## src/rtl/dcache_pkg.sv

```systemverilog
// Shared definitions for the direct-mapped write-back data cache:
// address field geometry and the miss-handling state encoding.
package dcache_pkg;

  localparam int INDEX_BITS  = 4;
  localparam int OFFSET_BITS = 2;
  localparam int ADDR_WIDTH  = 32;
  localparam int TAG_BITS    = ADDR_WIDTH - INDEX_BITS - OFFSET_BITS - 2;

  // Bit positions of the fields inside a byte address.
  localparam int OFFSET_LSB = 2;
  localparam int INDEX_LSB  = OFFSET_LSB + OFFSET_BITS;
  localparam int TAG_LSB    = INDEX_LSB + INDEX_BITS;

  typedef enum logic [1:0] {
    ST_IDLE   = 2'd0,
    ST_WB     = 2'd1,
    ST_REFILL = 2'd2
  } state_t;

endpackage

```

## src/rtl/dcache_array.sv

```systemverilog
// Line storage: valid/dirty bits (reset), tags and data words (not reset).
// Reads are combinational; all writes land on the rising clock edge.
module dcache_array #(
  parameter int INDEX_BITS  = 4,
  parameter int OFFSET_BITS = 2,
  parameter int TAG_BITS    = 24
) (
  input  logic                   clk,
  input  logic                   rst_n,
  input  logic [INDEX_BITS-1:0]  index,
  input  logic [OFFSET_BITS-1:0] rd_offset,
  input  logic [OFFSET_BITS-1:0] wb_offset,
  output logic                   line_valid,
  output logic                   line_dirty,
  output logic [TAG_BITS-1:0]    line_tag,
  output logic [31:0]            rd_word,
  output logic [31:0]            wb_word,
  input  logic                   store_en,
  input  logic [31:0]            store_data,
  input  logic                   refill_en,
  input  logic [OFFSET_BITS-1:0] refill_offset,
  input  logic [31:0]            refill_data,
  input  logic                   fill_en,
  input  logic [TAG_BITS-1:0]    fill_tag
);

  localparam int LINES = 1 << INDEX_BITS;
  localparam int WORDS = 1 << OFFSET_BITS;

  logic [LINES-1:0]    valid;
  logic [LINES-1:0]    dirty;
  logic [TAG_BITS-1:0] tags [LINES];
  logic [31:0]         data [LINES][WORDS];

  assign line_valid = valid[index];
  assign line_dirty = dirty[index];
  assign line_tag   = tags[index];
  assign rd_word    = data[index][rd_offset];
  assign wb_word    = data[index][wb_offset];

  always_ff @(posedge clk) begin
    if (!rst_n) begin
      valid <= '0;
      dirty <= '0;
    end else begin
      if (store_en) dirty[index] <= 1'b1;
      if (fill_en) begin
        valid[index] <= 1'b1;
        dirty[index] <= 1'b0;
      end
    end
  end

  always_ff @(posedge clk) begin
    if (store_en)  data[index][rd_offset]     <= store_data;
    if (refill_en) data[index][refill_offset] <= refill_data;
    if (fill_en)   tags[index]                <= fill_tag;
  end

endmodule

```

## src/rtl/dcache_ctrl.sv

```systemverilog
// MEM-stage data cache controller: zero-latency hits, and on a miss an
// optional 4-beat writeback of the dirty victim followed by a 4-beat refill.
module dcache_ctrl #(
  parameter int INDEX_BITS  = 4,
  parameter int OFFSET_BITS = 2,
  parameter int ADDR_WIDTH  = 32
) (
  input  logic                  CLK,
  input  logic                  Reset_n,
  input  logic                  MemtoRegM,
  input  logic                  MemWriteM,
  input  logic [ADDR_WIDTH-1:0] ALUResultM,
  input  logic [31:0]           WriteDataM,
  output logic [31:0]           ReadDataM,
  output logic                  cache_ready,
  output logic                  mem_req,
  output logic                  mem_we,
  output logic [ADDR_WIDTH-1:0] mem_addr,
  output logic [31:0]           mem_wdata,
  input  logic                  mem_ack,
  input  logic [31:0]           mem_rdata,
  output logic [31:0]           hit_count,
  output logic [31:0]           miss_count,
  output dcache_pkg::state_t    state_dbg
);
  import dcache_pkg::*;

  localparam int TB = ADDR_WIDTH - INDEX_BITS - OFFSET_BITS - 2;
  localparam int IL = 2 + OFFSET_BITS;
  localparam int TL = IL + INDEX_BITS;

  // Beat handshake: mem_req/mem_we/mem_addr/mem_wdata are held until the
  // cycle mem_ack is sampled high; that edge retires the beat.
  state_t                 state;
  logic [OFFSET_BITS-1:0] beat;
  logic [OFFSET_BITS-1:0] beat_next;
  logic [INDEX_BITS-1:0]  miss_index;
  logic [TB-1:0]          miss_tag;
  logic [TB-1:0]          victim_tag;

  logic                   access;
  logic [OFFSET_BITS-1:0] req_offset;
  logic [INDEX_BITS-1:0]  req_index;
  logic [TB-1:0]          req_tag;
  logic [INDEX_BITS-1:0]  arr_index;
  logic [OFFSET_BITS-1:0] wb_offset;
  logic                   line_valid, line_dirty, hit;
  logic [TB-1:0]          line_tag;
  logic [31:0]            wb_word;
  logic                   store_en, refill_en, fill_en;
  logic                   unused_byte_bits;

  assign access     = MemtoRegM | MemWriteM;
  assign req_offset = ALUResultM[2 +: OFFSET_BITS];
  assign req_index  = ALUResultM[IL +: INDEX_BITS];
  assign req_tag    = ALUResultM[ADDR_WIDTH-1:TL];
  assign unused_byte_bits = ^ALUResultM[1:0];

  assign beat_next = beat + OFFSET_BITS'(1);
  // While a miss is in flight the array is addressed by the latched line.
  assign arr_index = (state == ST_IDLE) ? req_index : miss_index;
  assign wb_offset = (state == ST_IDLE) ? '0 : beat_next;

  assign hit         = line_valid & (line_tag == req_tag);
  assign cache_ready = ~access | ((state == ST_IDLE) & hit);
  assign store_en    = (state == ST_IDLE) & MemWriteM & hit;
  assign refill_en   = (state == ST_REFILL) & mem_ack;
  assign fill_en     = refill_en & (&beat);
  assign state_dbg   = state;

  function automatic logic [ADDR_WIDTH-1:0] beat_addr(
    input logic [TB-1:0] tag, input logic [INDEX_BITS-1:0] idx,
    input logic [OFFSET_BITS-1:0] off);
    beat_addr = {tag, idx, off, 2'b00};
  endfunction

  dcache_array #(
    .INDEX_BITS (INDEX_BITS),
    .OFFSET_BITS(OFFSET_BITS),
    .TAG_BITS   (TB)
  ) u_array (
    .clk          (CLK),
    .rst_n        (Reset_n),
    .index        (arr_index),
    .rd_offset    (req_offset),
    .wb_offset    (wb_offset),
    .line_valid   (line_valid),
    .line_dirty   (line_dirty),
    .line_tag     (line_tag),
    .rd_word      (ReadDataM),
    .wb_word      (wb_word),
    .store_en     (store_en),
    .store_data   (WriteDataM),
    .refill_en    (refill_en),
    .refill_offset(beat),
    .refill_data  (mem_rdata),
    .fill_en      (fill_en),
    .fill_tag     (miss_tag)
  );

  always_ff @(posedge CLK) begin
    if (!Reset_n) begin
      state      <= ST_IDLE;
      beat       <= '0;
      mem_req    <= 1'b0;
      mem_we     <= 1'b0;
      mem_addr   <= '0;
      mem_wdata  <= '0;
      hit_count  <= '0;
      miss_count <= '0;
    end else begin
      case (state)
        ST_IDLE: begin
          if (access) begin
            if (hit) begin
              hit_count <= hit_count + 32'd1;
            end else begin
              miss_count <= miss_count + 32'd1;
              miss_index <= req_index;
              miss_tag   <= req_tag;
              victim_tag <= line_tag;
              beat       <= '0;
              mem_req    <= 1'b1;
              if (line_valid & line_dirty) begin
                state     <= ST_WB;
                mem_we    <= 1'b1;
                mem_addr  <= beat_addr(line_tag, req_index, '0);
                mem_wdata <= wb_word;
              end else begin
                state    <= ST_REFILL;
                mem_we   <= 1'b0;
                mem_addr <= beat_addr(req_tag, req_index, '0);
              end
            end
          end
        end
        ST_WB: begin
          if (mem_ack) begin
            beat <= beat_next;
            if (&beat) begin
              state    <= ST_REFILL;
              mem_we   <= 1'b0;
              mem_addr <= beat_addr(miss_tag, miss_index, '0);
            end else begin
              mem_addr  <= beat_addr(victim_tag, miss_index, beat_next);
              mem_wdata <= wb_word;
            end
          end
        end
        ST_REFILL: begin
          if (mem_ack) begin
            beat <= beat_next;
            if (&beat) begin
              state   <= ST_IDLE;
              mem_req <= 1'b0;
            end else begin
              mem_addr <= beat_addr(miss_tag, miss_index, beat_next);
            end
          end
        end
        default: begin
          state   <= ST_IDLE;
          mem_req <= 1'b0;
        end
      endcase
    end
  end

endmodule

```

## config.mk

```make
export PLATFORM = sky130hd
export DESIGN_NAME = dcache_ctrl
export DESIGN_NICKNAME = d
export VERILOG_FILES = /design/src/rtl/dcache_pkg.sv /design/src/rtl/dcache_array.sv /design/src/rtl/dcache_ctrl.sv
export SDC_FILE = /design/constraint.sdc
export NUM_CORES = 2
export LEC_CHECK = 0
export ABC_AREA = 1
export BUFFER_PORTS_ARGS = -buffer_cell sky130_fd_sc_hd__buf_2
export CAP_MARGIN = 20
export CORE_MARGIN = 2
export CORE_UTILIZATION = 23
export CTS_CLUSTER_SIZE = 25
export DETAILED_ROUTE_END_ITERATION = 12
export SLEW_MARGIN = 20
export SYNTH_ARGS = -nofsm -noshare
export SYNTH_HDL_FRONTEND = slang
export SYNTH_SLANG_ARGS = --single-unit
```

## constraint.sdc

```tcl
create_clock -name CLK -period 16.72 [get_ports CLK]
set_input_delay 1.672 -clock CLK [delete_from_list [all_inputs] [get_ports CLK]]
set_output_delay 1.672 -clock CLK [all_outputs]
set_load 0.01 [all_outputs]
```

==> flow_results.org <==
** Drt
- Routed vias :: 71522
- DRT met1 WL :: 141000 um
- After detailed routing, no signal wire sits above met5.
- Before antenna repair, the detailed router went through 6 iterations.
- DR vias/cell :: 4.78
- The first routing iteration left 9022 violations.
- Dividing the detail-routed wire length by the instance count gives 23.6 um.
- Total DRC errors in the routed layout :: 0
- For this block, the routed nets add up to 353000 um of wire.
- Number of antenna-violating nets in the routed design :: 0
- Routed met3 length :: 37800 um
- After detailed routing, the met2 layer carries 157000 um of wire.

** Logic synthesis
- Summed over all instances, the cell type with the most area after synthesis is sky130_fd_sc_hd__edfxtp_1.
- Number of different library cells in the post-synthesis netlist :: 42
- The synthesized design devotes to its leading area cell type 70.4% of total area.
- Among all flip-flop cells after synthesis, the most frequent one is sky130_fd_sc_hd__edfxtp_1.
- Proportion of synthesized chip area in sequential cells :: 73.5%
- The Yosys step of the flow raised 0 warnings.
- Leading cell types by total area after synthesis :: sky130_fd_sc_hd__edfxtp_1 (70%), sky130_fd_sc_hd__a22oi_1 (7.3%), sky130_fd_sc_hd__nand2_1 (5.8%)
- Async set-or-reset flop fraction in the synthesized netlist :: 0%
- Number of enable flip-flop cells after synthesis :: 2484
- Number of cells produced by synthesis :: 8308
- In this run the cell area of the synthesized design comes to 106000 um2.
- Flip-flop and latch count after synthesis :: 2648
- Average instance area after synthesis :: 12.7 um2

** Clock tree
- Max H-tree Level :: 5
- Clock tree root driver cell :: sky130_fd_sc_hd__clkbuf_16
- In this run the deepest clock path goes through 4 buffers.
- Post-CTS sizing :: 0
- Clock-pin slew was measured on the worst setup and hold paths at 0.06 ns.
- Clock tree from TritonCTS :: done
- Clock buffers created by TritonCTS :: 276
- Counting every sink on the clock net gives 2648.
- Setup Buffers After CTS :: 0
- The clock reaches the later pin of the worst-skew pair after 0.86 ns.
- The number of hold buffers added after CTS was 0.

** Floorplanning
- Row cnt :: 249
- Die ar. :: 466000 um2
- Boundary Pins :: 266
- Die height :: 683 um
- Effective utilization at floorplan :: 23.1%
- After floorplanning, the core was sized to cover 459000 um2.
- Width of the die :: 683 um

** Final layout
- In the final layout, the share of cells above drive strength 1 is 13.4%.
- Commonest cells after routing, fill and taps aside :: sky130_fd_sc_hd__edfxtp_1 (2484), sky130_fd_sc_hd__nand2_1 (1642), sky130_fd_sc_hd__a22oi_1 (1026)
- Most common library cell in the layout ignoring fill and taps :: sky130_fd_sc_hd__edfxtp_1
- Nets@finish :: 8713
- Relative to the synthesized area, the layout overhead comes to 17.8%.
- Filler instances :: 46977

** Timing
- For the final database, setup skew stands at 0.107 ns.
- Max-Slew Margin vs Limit :: 16.8%
- Setup repair after global routing missed its margin :: false
- The final-report hold violation count is 0.
- After layout, the minimum clock period comes to 9.67 ns.
- Setup violations remaining at the end of the flow were counted as 0.
- In the post-route analysis, the smallest setup slack over all paths is 7.05 ns.
- The number of slew-limit violations in the final report came to 0.
- In the final timing run, aggregate negative setup slack is 0 ns.
- Transition time at the pin with the least slew margin :: 1.24 ns
- Highest achievable clock rate :: 103 MHz
- The worst path uses 57.8% of the clock period.

** Global routing
- Number of global-route vias before repair :: 65906
- Wire length of the first global-routing pass :: 490000 um
- Grt ovf :: 0
- Global routing used 14.4% of the available tracks across all layers.
- Entering global routing, the biggest net connects 155 pins.
- Number of antenna violations at the first check in global routing :: 50

** Critical path
- The worst register-to-register path has a depth of 26.
- Critical-path maximum fanout :: 102
- The worst setup path is of the reg -> out kind.
- Startpoint class of the critical path :: flop
- Counting both buffers and inverters, the worst setup path holds a total of 7.
- On the critical path the largest part of the delay comes from buffers and inverters.
- Capture instance of the worst register-to-register path :: u_array.data[4][92]$_DFFE_PP_
- Counting stages on the worst path, the most repeated cell is sky130_fd_sc_hd__buf_4.
- Traced cell by cell, the critical path runs through inv_1, ha_1, inv_2, nand2_2, buf_4, nand2_8, nand2_1, inv_8, buf_4, buf_4, a22oi_1, a21oi_1, nor4_2, o21a_1, o221ai_1, buf_2.
- Critical-path top delay cell :: sky130_fd_sc_hd__nor4_2
- In this run the critical register-to-register path is launched from state_dbg[0]$_SDFFE_PN0P_.
- Nature of the critical path endpoint :: output pin
- Required time of the critical path :: 15.05 ns
- For this run, the slowest stage of the critical path takes 1.02 ns.
- In this run the register-to-register setup slack is 7.79 ns.
- STA puts the critical path data arrival time at 8.00 ns.

** Power and ir drop
- The worst-case IR drop observed on VDD is 0.157 mV.
- Static leakage power :: 42.8 nW
- Comb power frac :: 37.1%
- Fraction of power spent switching nets :: 39.8%
- Per report_power, the clock group accounts for 27.3% of the total.
- Sequential cells account for 35.6% of the total power.
- For this design the ratio of total power to cell area is 173 nW/um2.
- Internal power :: 0.0130 W
- Summed over all nets, the switching power comes to 0.00861 W.

** Place
- IO buf count :: 261
- Half-perimeter wire length after placement :: 198000 um
- Worst slack after detailed placement :: 7.44 ns
- The congestion estimate from routability-driven global placement came to 0.836.

** Run status
- The flow ran to the end, and the final reports show no timing, DRC or antenna violations.

** Worst hold path
- Hold Path Stages :: 2
- Class of the tightest hold or removal check :: reg -> reg

** Flow run
- Across the run, the number of max-cap violations was 0.
tightest hold or removal path: stages, from the launching register on:
cell and delay, ns:
sky130_fd_sc_hd__dfxtp_1 0.31, sky130_fd_sc_hd__inv_1 0.05, sky130_fd_sc_hd__a21oi_1 0.05
synth_stat cells, types with 2 or more instances:
cell type                  instances
sky130_fd_sc_hd__xor2_1           20
sky130_fd_sc_hd__buf_2            82
sky130_fd_sc_hd__nand3b_1         25
sky130_fd_sc_hd__o21ai_2           3
sky130_fd_sc_hd__nand4_1          53
sky130_fd_sc_hd__nor2_1          363
sky130_fd_sc_hd__nor3_2            2
sky130_fd_sc_hd__nand2_1        1648
sky130_fd_sc_hd__buf_1            42
sky130_fd_sc_hd__clkinv_1          6
sky130_fd_sc_hd__inv_1           611
sky130_fd_sc_hd__xnor2_1          10
sky130_fd_sc_hd__a31oi_1           4
sky130_fd_sc_hd__ha_1             10
sky130_fd_sc_hd__nor2_4            3
sky130_fd_sc_hd__or2_2            94
sky130_fd_sc_hd__a21oi_1         676
sky130_fd_sc_hd__nor4_1           88
sky130_fd_sc_hd__clkbuf_1        360
sky130_fd_sc_hd__edfxtp_1       2484
sky130_fd_sc_hd__o22ai_1           6
sky130_fd_sc_hd__nand2_4           2
sky130_fd_sc_hd__nor3_1           43
sky130_fd_sc_hd__nand2_2           4
sky130_fd_sc_hd__o21ai_0         252
sky130_fd_sc_hd__o31ai_1          15
sky130_fd_sc_hd__o21ai_1          18
sky130_fd_sc_hd__nand3_1         104
sky130_fd_sc_hd__o21a_1           22
sky130_fd_sc_hd__a22oi_1        1026
sky130_fd_sc_hd__buf_4            10
sky130_fd_sc_hd__nor2_2            2
sky130_fd_sc_hd__buf_6             4
sky130_fd_sc_hd__o21bai_1          7
sky130_fd_sc_hd__inv_2             8
sky130_fd_sc_hd__o221ai_1         32
sky130_fd_sc_hd__dfxtp_1         164
sequential cells by signal, summed over array words and instances (netlist names), named ones only:
name	count
mem_addr	30
mem_we	1
u_array.tags	384
mem_req	1
miss_tag	24
mem_wdata	32
u_array.dirty	1
hit_count	32
beat	2
u_array.valid	16
state_dbg	2
miss_count	32
victim_tag	24
u_array.data	2048
miss_index	4
worst max path at each step:
| stage | slack (ns) | cells past startpoint | from | end |
|---|---|---|---|---|
| after CTS | 7.30 | 16 | state_dbg[1]$_SDFFE_PN0P_ | ReadDataM[10] |
| after detailed placement | 7.44 | 26 | ALUResultM[4] | u_array.data[4][90]$_DFFE_PP_ |
| after global routing | 6.92 | 16 | state_dbg[1]$_SDFFE_PN0P_ | ReadDataM[10] |
| after floorplan | 10.49 | 21 | ALUResultM[4] | miss_index[0]$_DFFE_PP_ |
| final | 7.05 | 16 | state_dbg[1]$_SDFFE_PN0P_ | ReadDataM[10] |
| after global placement | 7.45 | 26 | ALUResultM[4] | u_array.data[8][86]$_DFFE_PP_ |
cells by family (layout without fill, tap and decap cells):
group,count (synthesis),in the layout,share of synthesized area (%)
buffers and inverters,1123,1616,4.14
AND/OR/NAND/NOR,2434,2434,9.53
other,1,19,0.00354
AO/OA/AOI/OAI,2062,2062,12.4
adder cells (fa/ha/maj),10,10,0.118
XOR/XNOR,30,30,0.248
flip-flops,2648,2648,73.5
power groups by stage:
stage | clock network [W] | registers, W | logic [W]
2_1_floorplan | 0 | 0.00785 | 0.00432
3_3_place_gp | 0 | 0.00783 | 0.00773
3_5_place_dp | 0 | 0.00783 | 0.00778
4_1_cts | 0.00593 | 0.00769 | 0.00781
5_1_grt | 0.00619 | 0.00771 | 0.00850
6_report | 0.00589 | 0.00769 | 0.00802
per-layer routing:
metal | track usage [%] | up-vias
met5 | 0 | -
met1 | 19.4 | 35800
met4 | 6.44 | 18
li1 | - | 30916
met2 | 22.1 | 4074
met3 | 3.26 | 714
metrics by stage:
step / utilization (%) / cell area, um2 / hold slack, ns / total power [W] / instances
after floorplan: - / 106000 / 0.427 / 0.0122 / 8309
after global placement: 25.2 / 116000 / 0.433 / 0.0156 / 14465
after detailed placement: 25.3 / 116000 / 0.442 / 0.0156 / 14468
after CTS: 27.1 / 124000 / 0.451 / 0.0214 / 14946
after global routing: 27.2 / 125000 / 0.472 / 0.0224 / 14959
final: 27.2 / 125000 / 0.450 / 0.0216 / 14968
final cells by class:
type / count / area [um2] / area share (%)
clock inverters: 121 / 936 / 0.750
flip-flops and latches: 2648 / 77900 / 62.4
multi-input cells: 4538 / 25000 / 20.0
clock buffers: 357 / 7500 / 6.01
repair buffers: 513 / 3350 / 2.69
inverters: 625 / 2400 / 1.92
well taps: 6149 / 7690 / 6.17
diodes: 17 / 42.5 / 0.0341
Power figures use the tool's default switching activity.
